### config.mk
export PLATFORM = sky130hd
export DESIGN_NAME = sig_debounce
export DESIGN_NICKNAME = d
export VERILOG_FILES = /design/src/rtl/sig_debounce.sv
export SDC_FILE = /design/constraint.sdc
export NUM_CORES = 1
export LEC_CHECK = 0
export CORE_UTILIZATION = 35
export DETAILED_ROUTE_END_ITERATION = 7
export GPL_TIMING_DRIVEN = 1
export HOLD_SLACK_MARGIN = 0.12
export PLACE_DENSITY = 0.61
export SKIP_CTS_REPAIR_TIMING = 1
export SLEW_MARGIN = 20
export SYNTH_ARGS = -nofsm -noshare
export SYNTH_HDL_FRONTEND = slang
export SYNTH_SLANG_ARGS = --single-unit
export TNS_END_PERCENT = 10
### constraint.sdc
create_clock -name clk -period 4.4 [get_ports clk]
set_input_delay 0.44 -clock clk [delete_from_list [all_inputs] [get_ports clk]]
set_output_delay 0.44 -clock clk [all_outputs]
set_load 0.005 [all_outputs]
### src/rtl/sig_debounce.sv
// sig_debounce: synchronizes an async level into clk and rejects pulses shorter than DEB_CYCLES clocks
module sig_debounce #(
    parameter int   SYNC_STAGES = 2,
    parameter int   DEB_CYCLES  = 1000,
    parameter int   CNT_W       = 16,
    parameter logic RST_VAL     = 1'b0
) (
    input  logic clk,
    input  logic rstn,
    input  logic sig_in,
    output logic sig_out,
    output logic busy
);
    localparam logic [CNT_W-1:0] LAST_CNT = CNT_W'(DEB_CYCLES - 1);
    (* ASYNC_REG = "TRUE" *) logic [SYNC_STAGES-1:0] sync;
    logic [CNT_W-1:0] cnt;
    logic s;
    assign s    = sync[SYNC_STAGES-1];
    assign busy = s ^ sig_out;
    always_ff @(posedge clk or negedge rstn)
        if (!rstn) sync <= {SYNC_STAGES{RST_VAL}};
        else       sync <= {sync[SYNC_STAGES-2:0], sig_in};
    always_ff @(posedge clk or negedge rstn)
        if (!rstn) begin
            cnt     <= '0;
            sig_out <= RST_VAL;
        end else if (!busy) begin
            cnt <= '0;
        end else if (cnt == LAST_CNT) begin
            cnt     <= '0;
            sig_out <= s;
        end else begin
            cnt <= cnt + 1'b1;
        end
endmodule
==> qor.csv, run 1 <==
stage,metric,value,unit
critical_path,CP max stage cell,clkdlybuf4s50_1,
timing,RSZ-0062 raised after global routing,no,
critical_path,startpoint types,register,
hold_path,Hold WC Path Type,reg2reg,
timing,Slew Limit Fails,0,
yosys,"EDFF count, synth",0,
clock_tree,Root Buffer,clkbuf_4,
cells_and_area,layout cells sized above 1,0.0778,
timing,Final Hold Viols,0,
timing,Slew headroom,0.449,
yosys,warnings from Yosys,0,
global_routing,number of global-route vias before repair,577,
floorplanning,Die X,52.0,um
power,Leakage,0.400,nW
yosys,#FFs+latches synth,19,
yosys,syn avg cell area,10.5,um2
routing,Avg Vias per Cell,5.14,
critical_path,critical-path cell list,"xor2_1, clkdlybuf4s50_1",
yosys,commonest register cell after synthesis,dfrtp_1,
yosys,syn nets,87,
clock_tree,maximum clock path buffer count,2,
power,pwr dens,289,nW/um2
clock_tree,Num CTS Buffers,3,
timing,post-layout min period,2.03,ns
clock_tree,"Reg clk slew, reported paths",0.11,ns
power,maximum VDD drop,0.218,mV
routing,Routed Antenna Nets,0,
place,port bufs,4,
timing,Max Fclk,492,MHz
routing,routed wl met2,734,um
critical_path,Worst Path Max Fanout,4,
floorplanning,Die Y,52.0,um
flow_run,Max-Cap Viols,0,
cells_and_area,P&R area growth vs syn,10.4,%
global_routing,pin count of the biggest net entering global routing,20,
global_routing,total global-route track usage,0.133,
routing,WL met3,45,um
run_status,run status,finished clean,
timing,clk_skew,0.00464,ns
yosys,Synth cell types,18,
timing,setup_tns,0,ns
global_routing,initial antenna violation count,0,
routing,vias,607,
critical_path,Critical Path RT,3.96,ns
timing,Slew @ Worst Pin,0.824,ns
clock_tree,H-tree levels,1,
yosys,sequential fraction of the synthesis area,0.544,
floorplanning,initial core utilization,0.384,
yosys,Mapped Cells,83,
routing,final WL,1510,um
cells_and_area,Final nets,95,
critical_path,crit path DAT,1.59,ns
floorplanning,io pins,5,
critical_path,kind of critical path,reg2out,
yosys,"FFs w/ async S/R, synth",1.00,
yosys,Post-Syn Area,875,um2
timing,Final period util,0.462,
clock_tree,CTS tree,built,
timing,Final Setup Violations,0,
place,RePlAce Congestion,0.811,
routing,drc violations,0,
routing,initial drt markers,13,
cells_and_area,Finished Core Util,0.424,
routing,first drt pass iteration count,6,
clock_tree,worst skew pair latency,0.30,ns
routing,DR WL/cell,12.8,um
floorplanning,Core Area,2280,um2
critical_path,"Largest stage delay, worst path",0.57,ns
routing,M1 WL,701,um
floorplanning,Rows,17,
place,HPWL after DPL,1090,um
critical_path,CP Capture Type,output pin,
global_routing,first-pass GRT wire length,2540,um
floorplanning,die area,2700,um2
cells_and_area,Diodes inserted,0,
global_routing,GRT overflow,0,
clock_tree,clock sink total,19,
routing,Top Metal Used,met4,
-- cells in the final DEF (no fill, tap or decap) --
| cell type | instances |
|---|---|
| nand2_1 | 4 |
| ha_1 | 1 |
| and3_1 | 1 |
| or4_1 | 2 |
| mux2_4 | 1 |
| dfrtp_1 | 19 |
| nor2_1 | 17 |
| nor4_1 | 5 |
| nand4_1 | 4 |
| inv_1 | 1 |
| nand2_2 | 1 |
| xnor2_1 | 11 |
| nand3_1 | 6 |
| clkinv_2 | 1 |
| clkdlybuf4s50_1 | 4 |
| nor3_1 | 3 |
| and2_1 | 1 |
| or4_4 | 1 |
| xor2_1 | 4 |
| clkbuf_4 | 3 |
-- area by class of cell --
class                      instances  area, um2
fill                             221       1310
inverter                           1       3.75
tap                               28       35.0
multi-input combinational         62        384
timing repair buffer               4       40.0
sequential                        19        475
clock buffer                       3       22.5
clock inverter                     1       5.00
-- sequential cells by signal, indices dropped and copies added, names as in the netlist --
name and flops:
cnt 16, sig_out 1, sync 2
-- critical path, delay by kind of cell, from the launching register on --
family / cells / cell delay (ns)
DFF: 1 / 0.42
buffers and inverters: 1 / 0.57
xor gates and xnor gates: 1 / 0.30
-- power by group --
| part | internal (mW) | switching, mW | total [mW] |
|---|---|---|---|
| combinational | 0.00469 | 0.00757 | 0.0123 |
| clock | 0.0339 | 0.0527 | 0.0866 |
| sequential | 0.178 | 0.00301 | 0.181 |
-- metal layers --
layer,up-vias,GRT usage
met5,-,0
met4,0,0.0811
met3,4,0.0175
met2,12,0.220
met1,290,0.164
li1,301,-
-- through the flow --
step / instances / power (mW) / setup WS, ns / area, um2 / hold WS [ns]
after floorplan: 83 / 0.190 / 2.52 / 875 / 0.144
after global placement: 114 / 0.197 / 2.44 / 938 / 0.333
after detailed placement: 114 / 0.197 / 2.42 / 938 / 0.337
after CTS: 118 / 0.285 / 2.34 / 966 / 0.363
after global routing: 118 / 0.293 / 2.27 / 966 / 0.384
final: 118 / 0.280 / 2.37 / 966 / 0.361
-- cell usage after synthesis, drive strengths merged, types with 3 or more instances --
cell   instances  share of area
dfrtp         19           0.54
nand2          5          0.024
nand3          6          0.034
nand4          4          0.029
nor2          17          0.073
nor3           3          0.017
nor4           5          0.036
or4            3          0.030
xnor2         11           0.11
xor2           4          0.040
-- kinds of logic (layout without fill, tap and decap cells) --
family | count (synthesis) | in the layout | share of synthesized area
multiplexers | 1 | 1 | 0.0172
adder cells (fa/ha/maj) | 1 | 1 | 0.0143
buffers and inverters | 2 | 9 | 0.0172
AND/OR/NAND/NOR | 45 | 45 | 0.258
XOR/XNOR | 15 | 15 | 0.150
flip-flops | 19 | 19 | 0.544
-- final timing paths --
kind | from | to | slack (ns) | cells after the start
worst max-delay path | sig_out | busy | 2.37 | 2
worst min-delay path | sync[0] | sync[1] | 0.36 | 0
worst max register to register | cnt[10] | cnt[6] | 2.41 | 4
worst min register to register | sync[0] | sync[1] | 0.36 | 0
max in group asynchronous | rstn | cnt[5] | 3.28 | 1
min in group asynchronous | rstn | sync[0] | 0.61 | 1
Note: power is estimated with default switching activity, not from simulation.
==> run 2, diff against run 1 <==
clock period = 2 ns   (was 4.4 ns; I/O delays follow)
==> qor.csv, run 2 (synthesis results as in run 1) <==
stage,metric,value,unit
critical_path,critical path's top delay family,simple AND/OR/NAND/NOR gates,
timing,setup_tns,0,ns
floorplanning,Die X,52.0,um
routing,final WL,1510,um
critical_path,startpoint types,register,
timing,post-layout min period,1.91,ns
critical_path,critical-path cell list,"or4_1, or4_4, mux2_4",
clock_tree,"Reg clk slew, reported paths",0.10,ns
global_routing,GRT overflow,0,
floorplanning,Core Area,2280,um2
critical_path,"Largest stage delay, worst path",0.59,ns
critical_path,Reg2Reg Depth,3,
cells_and_area,"leading cell type in the layout, fill and taps excluded",dfrtp_1,
routing,Avg Vias per Cell,5.00,
critical_path,Buf/Inv on CP,0,
clock_tree,clock sink total,19,
critical_path,Setup crit end,sig_out,
timing,Slew @ Worst Pin,0.395,ns
timing,Max Fclk,522,MHz
critical_path,crit path DAT,2.10,ns
floorplanning,initial core utilization,0.384,
timing,Final Setup Violations,0,
cells_and_area,top flop regs,"cnt: 16 flops, sync: 2 flops, sig_out: 1 flops",
critical_path,stages on the worst setup path,3,
critical_path,CP Capture Type,register,
floorplanning,die area,2700,um2
clock_tree,Num CTS Buffers,3,
critical_path,flop2flop setup slack,0.09,ns
routing,drc violations,0,
cells_and_area,Final nets,103,
timing,Slew headroom,0.736,
floorplanning,io pins,5,
routing,Routed Antenna Nets,0,
floorplanning,Rows,17,
clock_tree,CTS tree,built,
cells_and_area,Finished Core Util,0.452,
flow_run,Max-Cap Viols,0,
critical_path,Worst Path Max Fanout,3,
clock_tree,worst skew pair latency,0.29,ns
routing,vias,630,
power,maximum VDD drop,0.468,mV
cells_and_area,layout cells sized above 1,0.143,
run_status,run status,finished clean,
timing,RSZ-0062 raised after global routing,no,
timing,clk_skew,0.00229,ns
clock_tree,Root Buffer,clkbuf_4,
power,pwr dens,598,nW/um2
place,RePlAce Congestion,0.795,
floorplanning,Die Y,52.0,um
timing,Final period util,0.957,
critical_path,kind of critical path,reg2reg,
timing,Final Hold Viols,0,
critical_path,reg2reg end,sig_out,
global_routing,first-pass GRT wire length,2570,um
timing,Slew Limit Fails,0,
critical_path,CP max stage cell,or4_4,
critical_path,Critical Path RT,2.19,ns
global_routing,pin count of the biggest net entering global routing,20,
global_routing,number of global-route vias before repair,608,
cells_and_area,fillcell total,200,
cells_and_area,max reg flops,16,
cells_and_area,Largest Register,cnt,
global_routing,initial antenna violation count,0,
clock_tree,H-tree levels,1,
routing,first drt pass iteration count,4,
routing,DR WL/cell,12.0,um
global_routing,total global-route track usage,0.132,
place,port bufs,4,
critical_path,reg2reg start,cnt[4],
cells_and_area,fin area,1030,um2
power,Leakage,0.440,nW
cells_and_area,most frequent cells in the layout,"19 x dfrtp_1, 17 x nor2_1, 11 x xnor2_1",
place,dpl cell area,998,um2
hold_path,Hold WC Path Type,in2async,
clock_tree,maximum clock path buffer count,2,
critical_path,CP Launch Point,cnt[4],
place,HPWL after DPL,1110,um
routing,initial drt markers,19,
cells_and_area,Diodes inserted,0,
timing,WHS,0.219,ns
cells_and_area,P&R area growth vs syn,17.7,%
-- run 2: worst min path at each step --
stage            start      end  slack [ns]  depth (start not counted)
6_report          rstn  sync[0]        0.22                          2
5_1_grt           rstn  sync[0]        0.22                          2
4_1_cts           rstn   cnt[3]        0.22                          2
3_5_place_dp   sync[0]  sync[1]        0.34                          0
3_3_place_gp   sync[0]  sync[1]        0.34                          0
2_1_floorplan     rstn   cnt[0]        -0.1                          0
-- run 2: cell type report --
class	instances	area, um2	area share
sequential	19	475	0.462
inverter	1	3.75	0.00365
timing repair buffer	12	100	0.0972
clock buffer	4	26.3	0.0255
multi-input combinational	62	389	0.378
tap	28	35.0	0.0340
-- run 2: metal layers --
metal	routed length [um]	part of all wire	GRT usage
met5	0	0	0
met4	26	0.017	0.0811
met3	28	0.019	0.0175
met2	698	0.46	0.207
met1	756	0.50	0.172
-- run 2: power breakdown --
group	internal [mW]	switching, mW
Clock	0.0777	0.110
Sequential	0.391	0.00647
Combinational	0.0134	0.0182
-- run 2: per-stage QoR --
stage | total power, mW | setup WS, ns | cells
CTS | 0.624 | 0.0634 | 126
detailed placement | 0.437 | 0.0679 | 122
floorplan | 0.417 | 0.123 | 83
global route | 0.642 | 0.0518 | 126
global placement | 0.436 | 0.0722 | 122
finish | 0.616 | 0.0855 | 126
-- run 2: worst register-to-register path, cell delays in order (launching register included) --
cell     delay, ns
dfrtp_1       0.39
or4_1         0.52
or4_4         0.59
mux2_4        0.31
==> run 3, diff against run 2 <==
CAP_MARGIN = 0   (was default)
==> results of run 3 <==
Final layout, timing and power as in run 2 (identical DEF).
